$ cat src/rtl/pipe_stage_buf.sv
// Elastic pipeline-stage buffer: DEPTH-entry FIFO with valid/ready handshake, flush and sticky halt tracking.
// Optional stall/bubble performance counters are built when PIPE_PERF_EN is defined.
module pipe_stage_buf #(
   parameter int WIDTH = 128,
   parameter int DEPTH = 2,
   parameter int CNT_W = 32
) (
   input  logic                         CLK,
   input  logic                         RST,
   input  logic                         flush,
   input  logic                         in_valid,
   output logic                         in_ready,
   input  logic [WIDTH-1:0]             in_data,
   input  logic                         in_halt,
   output logic                         out_valid,
   input  logic                         out_ready,
   output logic [WIDTH-1:0]             out_data,
   output logic                         out_halt,
   output logic [$clog2(DEPTH+1)-1:0]   count,
   output logic                         halted
`ifdef PIPE_PERF_EN
   ,
   output logic [CNT_W-1:0]             stall_cnt,
   output logic [CNT_W-1:0]             bubble_cnt
`endif
);

   localparam int CW = $clog2(DEPTH + 1);
   localparam int PW = (DEPTH > 1) ? $clog2(DEPTH) : 1;
   localparam logic [CW-1:0] DEPTH_C = CW'(DEPTH);
   localparam logic [PW-1:0] LAST_PTR = PW'(DEPTH - 1);

   if ((WIDTH < 1) || (DEPTH < 1) || (CNT_W < 1)) begin : g_bad_param
      $error("pipe_stage_buf: WIDTH, DEPTH and CNT_W must all be >= 1");
   end

   logic [WIDTH-1:0] mem_r [DEPTH];
   logic             halt_mem_r [DEPTH];
   logic [PW-1:0]    rd_ptr_r;
   logic [PW-1:0]    wr_ptr_r;
   logic [CW-1:0]    count_r;
   logic             halt_pend_r;
   logic             halted_r;
   logic             in_ready_s;
   logic             out_valid_s;
   logic             head_halt_s;
   logic             enq_s;
   logic             deq_s;

   // Pointers wrap explicitly so DEPTH need not be a power of two.
   function automatic logic [PW-1:0] next_ptr(input logic [PW-1:0] p);
      if (p == LAST_PTR) begin
         return {PW{1'b0}};
      end else begin
         return p + {{(PW-1){1'b0}}, 1'b1};
      end
   endfunction

   // Handshake qualification; a full buffer still accepts when the head leaves this cycle.
   always_comb begin
      out_valid_s = (count_r != {CW{1'b0}});
      head_halt_s = halt_mem_r[rd_ptr_r];
      in_ready_s  = ~halt_pend_r & ~flush & ((count_r < DEPTH_C) | out_ready);
      enq_s       = in_valid & in_ready_s;
      deq_s       = out_valid_s & out_ready;
   end

   // Head presentation, masked to zero when the buffer is empty.
   always_comb begin
      if (out_valid_s) begin
         out_data = mem_r[rd_ptr_r];
         out_halt = head_halt_s;
      end else begin
         out_data = {WIDTH{1'b0}};
         out_halt = 1'b0;
      end
   end

   assign in_ready  = in_ready_s;
   assign out_valid = out_valid_s;
   assign count     = count_r;
   assign halted    = halted_r;

   // Payload storage; not reset, the output mask hides stale contents.
   always_ff @(posedge CLK) begin
      if (enq_s && !RST) begin
         mem_r[wr_ptr_r]      <= in_data;
         halt_mem_r[wr_ptr_r] <= in_halt;
      end
   end

   // Occupancy, pointers and halt tracking.
   always_ff @(posedge CLK) begin
      if (RST) begin
         rd_ptr_r    <= {PW{1'b0}};
         wr_ptr_r    <= {PW{1'b0}};
         count_r     <= {CW{1'b0}};
         halt_pend_r <= 1'b0;
         halted_r    <= 1'b0;
      end else if (flush) begin
         // The consumer still takes the head on a flush edge, so a HALT head counts.
         rd_ptr_r    <= {PW{1'b0}};
         wr_ptr_r    <= {PW{1'b0}};
         count_r     <= {CW{1'b0}};
         halt_pend_r <= 1'b0;
         halted_r    <= halted_r | (deq_s & head_halt_s);
      end else begin
         if (enq_s) begin
            wr_ptr_r <= next_ptr(wr_ptr_r);
         end
         if (deq_s) begin
            rd_ptr_r <= next_ptr(rd_ptr_r);
         end
         case ({enq_s, deq_s})
            2'b10:   count_r <= count_r + {{(CW-1){1'b0}}, 1'b1};
            2'b01:   count_r <= count_r - {{(CW-1){1'b0}}, 1'b1};
            default: count_r <= count_r;
         endcase
         halt_pend_r <= halt_pend_r | (enq_s & in_halt);
         halted_r    <= halted_r | (deq_s & head_halt_s);
      end
   end

`ifdef PIPE_PERF_EN
   logic [CNT_W-1:0] stall_cnt_r;
   logic [CNT_W-1:0] bubble_cnt_r;

   // Saturating stall and bubble counters, cleared only by reset.
   always_ff @(posedge CLK) begin
      if (RST) begin
         stall_cnt_r  <= {CNT_W{1'b0}};
         bubble_cnt_r <= {CNT_W{1'b0}};
      end else begin
         if (in_valid && !in_ready_s && !(&stall_cnt_r)) begin
            stall_cnt_r <= stall_cnt_r + {{(CNT_W-1){1'b0}}, 1'b1};
         end
         if (!out_valid_s && out_ready && !(&bubble_cnt_r)) begin
            bubble_cnt_r <= bubble_cnt_r + {{(CNT_W-1){1'b0}}, 1'b1};
         end
      end
   end

   assign stall_cnt  = stall_cnt_r;
   assign bubble_cnt = bubble_cnt_r;
`endif

endmodule
$ cat config.mk
export PLATFORM = sky130hd
export DESIGN_NAME = pipe_stage_buf
export DESIGN_NICKNAME = d
export VERILOG_FILES = /design/src/rtl/pipe_stage_buf.sv
export SDC_FILE = /design/constraint.sdc
export NUM_CORES = 1
export LEC_CHECK = 0
export ABC_AREA = 1
export CAP_MARGIN = 40
export CORE_ASPECT_RATIO = 1.75
export CORE_MARGIN = 3
export CORE_UTILIZATION = 52
export DETAILED_ROUTE_END_ITERATION = 12
export GPL_TIMING_DRIVEN = 1
export PLACE_DENSITY = 0.85
export REMOVE_ABC_BUFFERS = 1
export SLEW_MARGIN = 20
export SYNTH_ARGS = -nofsm -noshare
export SYNTH_HDL_FRONTEND = slang
export SYNTH_SLANG_ARGS = --single-unit
$ cat constraint.sdc
create_clock -name CLK -period 19.1 [get_ports CLK]
set_clock_uncertainty 0.2 [all_clocks]
set_input_delay 3.82 -clock CLK [delete_from_list [all_inputs] [get_ports CLK]]
set_output_delay 3.82 -clock CLK [all_outputs]
set_load 0.05 [all_outputs]
==> metrics.md <==
| Metric | Value |
|---|---|
| Status | `finished clean` |
| Cell with the most instances after synthesis | `nand2_1` |
| Metal-1 WL | `7780 um` |
| Post-synth top cells | `266 x nand2_1, 258 x edfxtp_1, 134 x a21oi_1` |
| Worst-margin pin slew | `0.721 ns` |
| Register Area | `around 7900 sq um` |
| Post-synth ARST share | `0%` |
| Die area | `roughly 21,000 sq um` |
| Fin crit period | `9.50 ns` |
| I/O Buffers | `267` |
| Worst-path clk slew | `roughly 0.06 ns` |
| Number of antenna violations at the first check in global routing | `3` |
| Finished Core Util | `72.9%` |
| WP data required | `approximately 15 ns` |
| Distinct cells, synth | `18` |
| # Post-CTS Setup Buffers | `0` |
| Pin count of the biggest net entering global routing | `53` |
| Die span in y | `roughly 190 um` |
| Fill cells | `about 1,200` |
| # clock sinks | `around 270` |
| All-Layer GR Usage | `22.2%` |
| Critical Path AT | `between 5 and 6 ns` |
| CP startpoint kind | `input port` |
| Vias in the first global route | `a little under 7,000` |
| Final hold viol count | `0` |
| Die width | `roughly 110 um` |
| FF-to-FF path depth | `5` |
| Pre-CTS setup slack | `around 9.6 ns` |
| Worst r2r src | `halt_pend_r` |
| I/O pin cnt | `between 200 and 300` |
| Clk network pwr share | `a little under two fifths` |
| Area Overhead vs Synth | `37.0%` |
| Min-Delay Path Class | `flop to flop` |
| Capturing point of the worst reg2reg path | `mem_r[1][5]` |
| Grt ovf | `0` |
| Final Worst Setup Slack | `9.60 ns` |
| Pins Over Slew Limit | `0` |
| Cell-internal power | `approximately 0.00097 W` |
| R2R setup slack | `~16 ns` |
| Final setup TNS | `0 ns` |
| Post-synthesis sequential area ratio | `79.4%` |
| Vias per cell | `~5.3` |
| Top cells by area, synth | `edfxtp_1 78%, nand2_1 10%, a21oi_1 6.7%, dfxtp_1 1.4%, buf_2 1.3%` |
| Final period utilization | `approximately half` |
| Pwr dens | `89.8 nW/um^2` |
| Overall routed net length | `approximately 24,000 um` |
| Comb power frac | `8.8%` |
| Power, Total | `about 0.0012 W` |
| Share of the synthesized area in the top cell type | `78.0%` |
| Rows | `66` |
| Register bit total from synthesis | `between 200 and 300` |
| Num CTS Buffers | `22` |
| First-pass GRT wire length | `about 36,000 um` |
| Skew-Pair Late Insertion Delay | `0.50 ns` |
| Final setup fails | `0` |
| Synth Warn # | `0` |
| Seq pwr share | `a little over half` |
| CTS resizes | `0` |
| Routed wire per std cell | `roughly 19 um` |
| Multi-input logic area | `about 1800 sq um` |
| WHS | `between 0.2 and 0.3 ns` |
| CTS tree | `done` |
| Hold Path Sink | `halt_pend_r` |
| Hold depth | `2` |
| # hold bufs at CTS | `0` |
| CTS root buffer | `clkbuf_16` |
| Psw | `0.000256 W` |
| Max rail drop VDD | `0.102 mV` |
| Syn Std Cell Area | `9940 sq um` |
| Setup crit end kind | `output port` |
| Total iterations of the first detailed-routing run | `4` |
| Vias | `around 6,600` |
| CTS H-tree depth | `1` |
| Ys flop type | `edfxtp_1` |
| Sw Ratio | `20.9%` |
| Initial Util | `a little over half` |
| Antenna viol nets, final | `0` |
| Synthesized instance count | `734` |
| Initial DRC Count | `346` |
| CP Max Fanout | `4` |
| Core box area | `between 15,000 and 20,000 sq um` |
| Metal3 WL | `1450 um` |
| WS Path Type | `input port to output port` |
| Max Root-Sink Buffers | `3` |
| Layout cells sized above 1 | `5.24%` |
| Detailed Place HPWL | `around 16,000 um` |
| Max cap viols | `0` |
| DRC Markers | `0` |
| F_max | `about 110 MHz` |
| RSZ-0062 raised after global routing | `false` |
| Critical hold path startpoint | `halt_pend_r` |
| Area leader, netlist | `edfxtp_1` |
| Avg Cell Area, Syn | `13.5 sq um` |
| Relative slew slack | `between 50% and 60%` |
| DR WL met2 | `13,600 um` |
| Nets | `1,131` |
| Highest routed layer | `met5` |
| Post-synth EDFFs | `around 260` |
| RD Place Congestion | `between 0.8 and 0.9` |
| Leakage | `around 4.7 nW` |
[layout make-up]
class / instances / share of cell area, %
sequential: 265 / 58.0
timing repair buffer: 280 / 20.9
multi-input combinational: 420 / 13.1
clock buffer: 25 / 4.28
tap: 238 / 2.19
clock inverter: 15 / 1.26
inverter: 7 / 0.211
antenna: 2 / 0.0368
[placed cells by master, fill, tap and decap left out, drive strengths merged]
master / Yosys / final
diode: 0 / 2
clkdlybuf4s50: 0 / 267
bufinv: 0 / 4
a21oi: 134 / 134
nand3: 2 / 2
nor2: 11 / 11
nor3: 1 / 1
buf: 41 / 13
ha: 1 / 1
edfxtp: 258 / 258
clkbuf: 1 / 25
and2: 1 / 1
nand4: 2 / 2
clkinv: 0 / 10
clkinvlp: 0 / 1
or2: 2 / 2
nand2: 266 / 266
dfxtp: 7 / 7
inv: 7 / 7
[how the worst max path moves through the flow]
stage,start,to,slack (ns),depth (start not counted)
after CTS,flush,in_ready,9.61,4
after floorplan,flush,halt_mem_r[0],5.27,3
after detailed placement,flush,in_ready,9.61,4
after global placement,flush,in_ready,9.70,4
final,flush,in_ready,9.60,4
after global routing,flush,in_ready,9.55,4
[stage by stage]
step,cell area [sq um],std cells
2_1_floorplan,9690,692
3_3_place_gp,12700,1205
3_5_place_dp,12900,1210
4_1_cts,13600,1250
5_1_grt,13600,1252
6_report,13600,1252
[cell families (layout without fill, tap and decap cells)]
family                   Yosys count  after routing  synth area share, %
other                              0              2                    0
AND/OR/NAND/NOR                  285            285                 11.0
flip-flops                       265            265                 79.4
adder cells (fa/ha/maj)            1              1                0.126
buffers and inverters             49            327                 2.78
AO/OA/AOI/OAI                    134            134                 6.75
[worst max-delay path, cell delays in order]
cell	delay, ns
clkdlybuf4s50_1	0.42
nor2_1	0.23
and2_1	0.19
clkdlybuf4s50_1	0.82
[routing by layer]
metal | vias up | GRT usage (%)
met4 | 2 | 10.2
met5 | - | 0
met2 | 252 | 42.2
met3 | 65 | 4.29
li1 | 3114 | -
met1 | 3187 | 23.5
[state kept, by name (all words and copies together) (netlist names), named ones only]
signal       count
halt_pend_r      1
count            2
halted           1
mem_r          256
halt_mem_r       2
rd_ptr_r         1
wr_ptr_r         1
[power by group through the flow]
stage | Combinational, W | Sequential, W | Clock, W
2_1_floorplan | 0.0000490 | 0.000669 | 0
3_3_place_gp | 0.000104 | 0.000664 | 0
3_5_place_dp | 0.000108 | 0.000665 | 0
4_1_cts | 0.000109 | 0.000652 | 0.000473
5_1_grt | 0.000114 | 0.000653 | 0.000497
6_report | 0.000108 | 0.000652 | 0.000463
No activity file was read; power rests on OpenSTA's default activity.
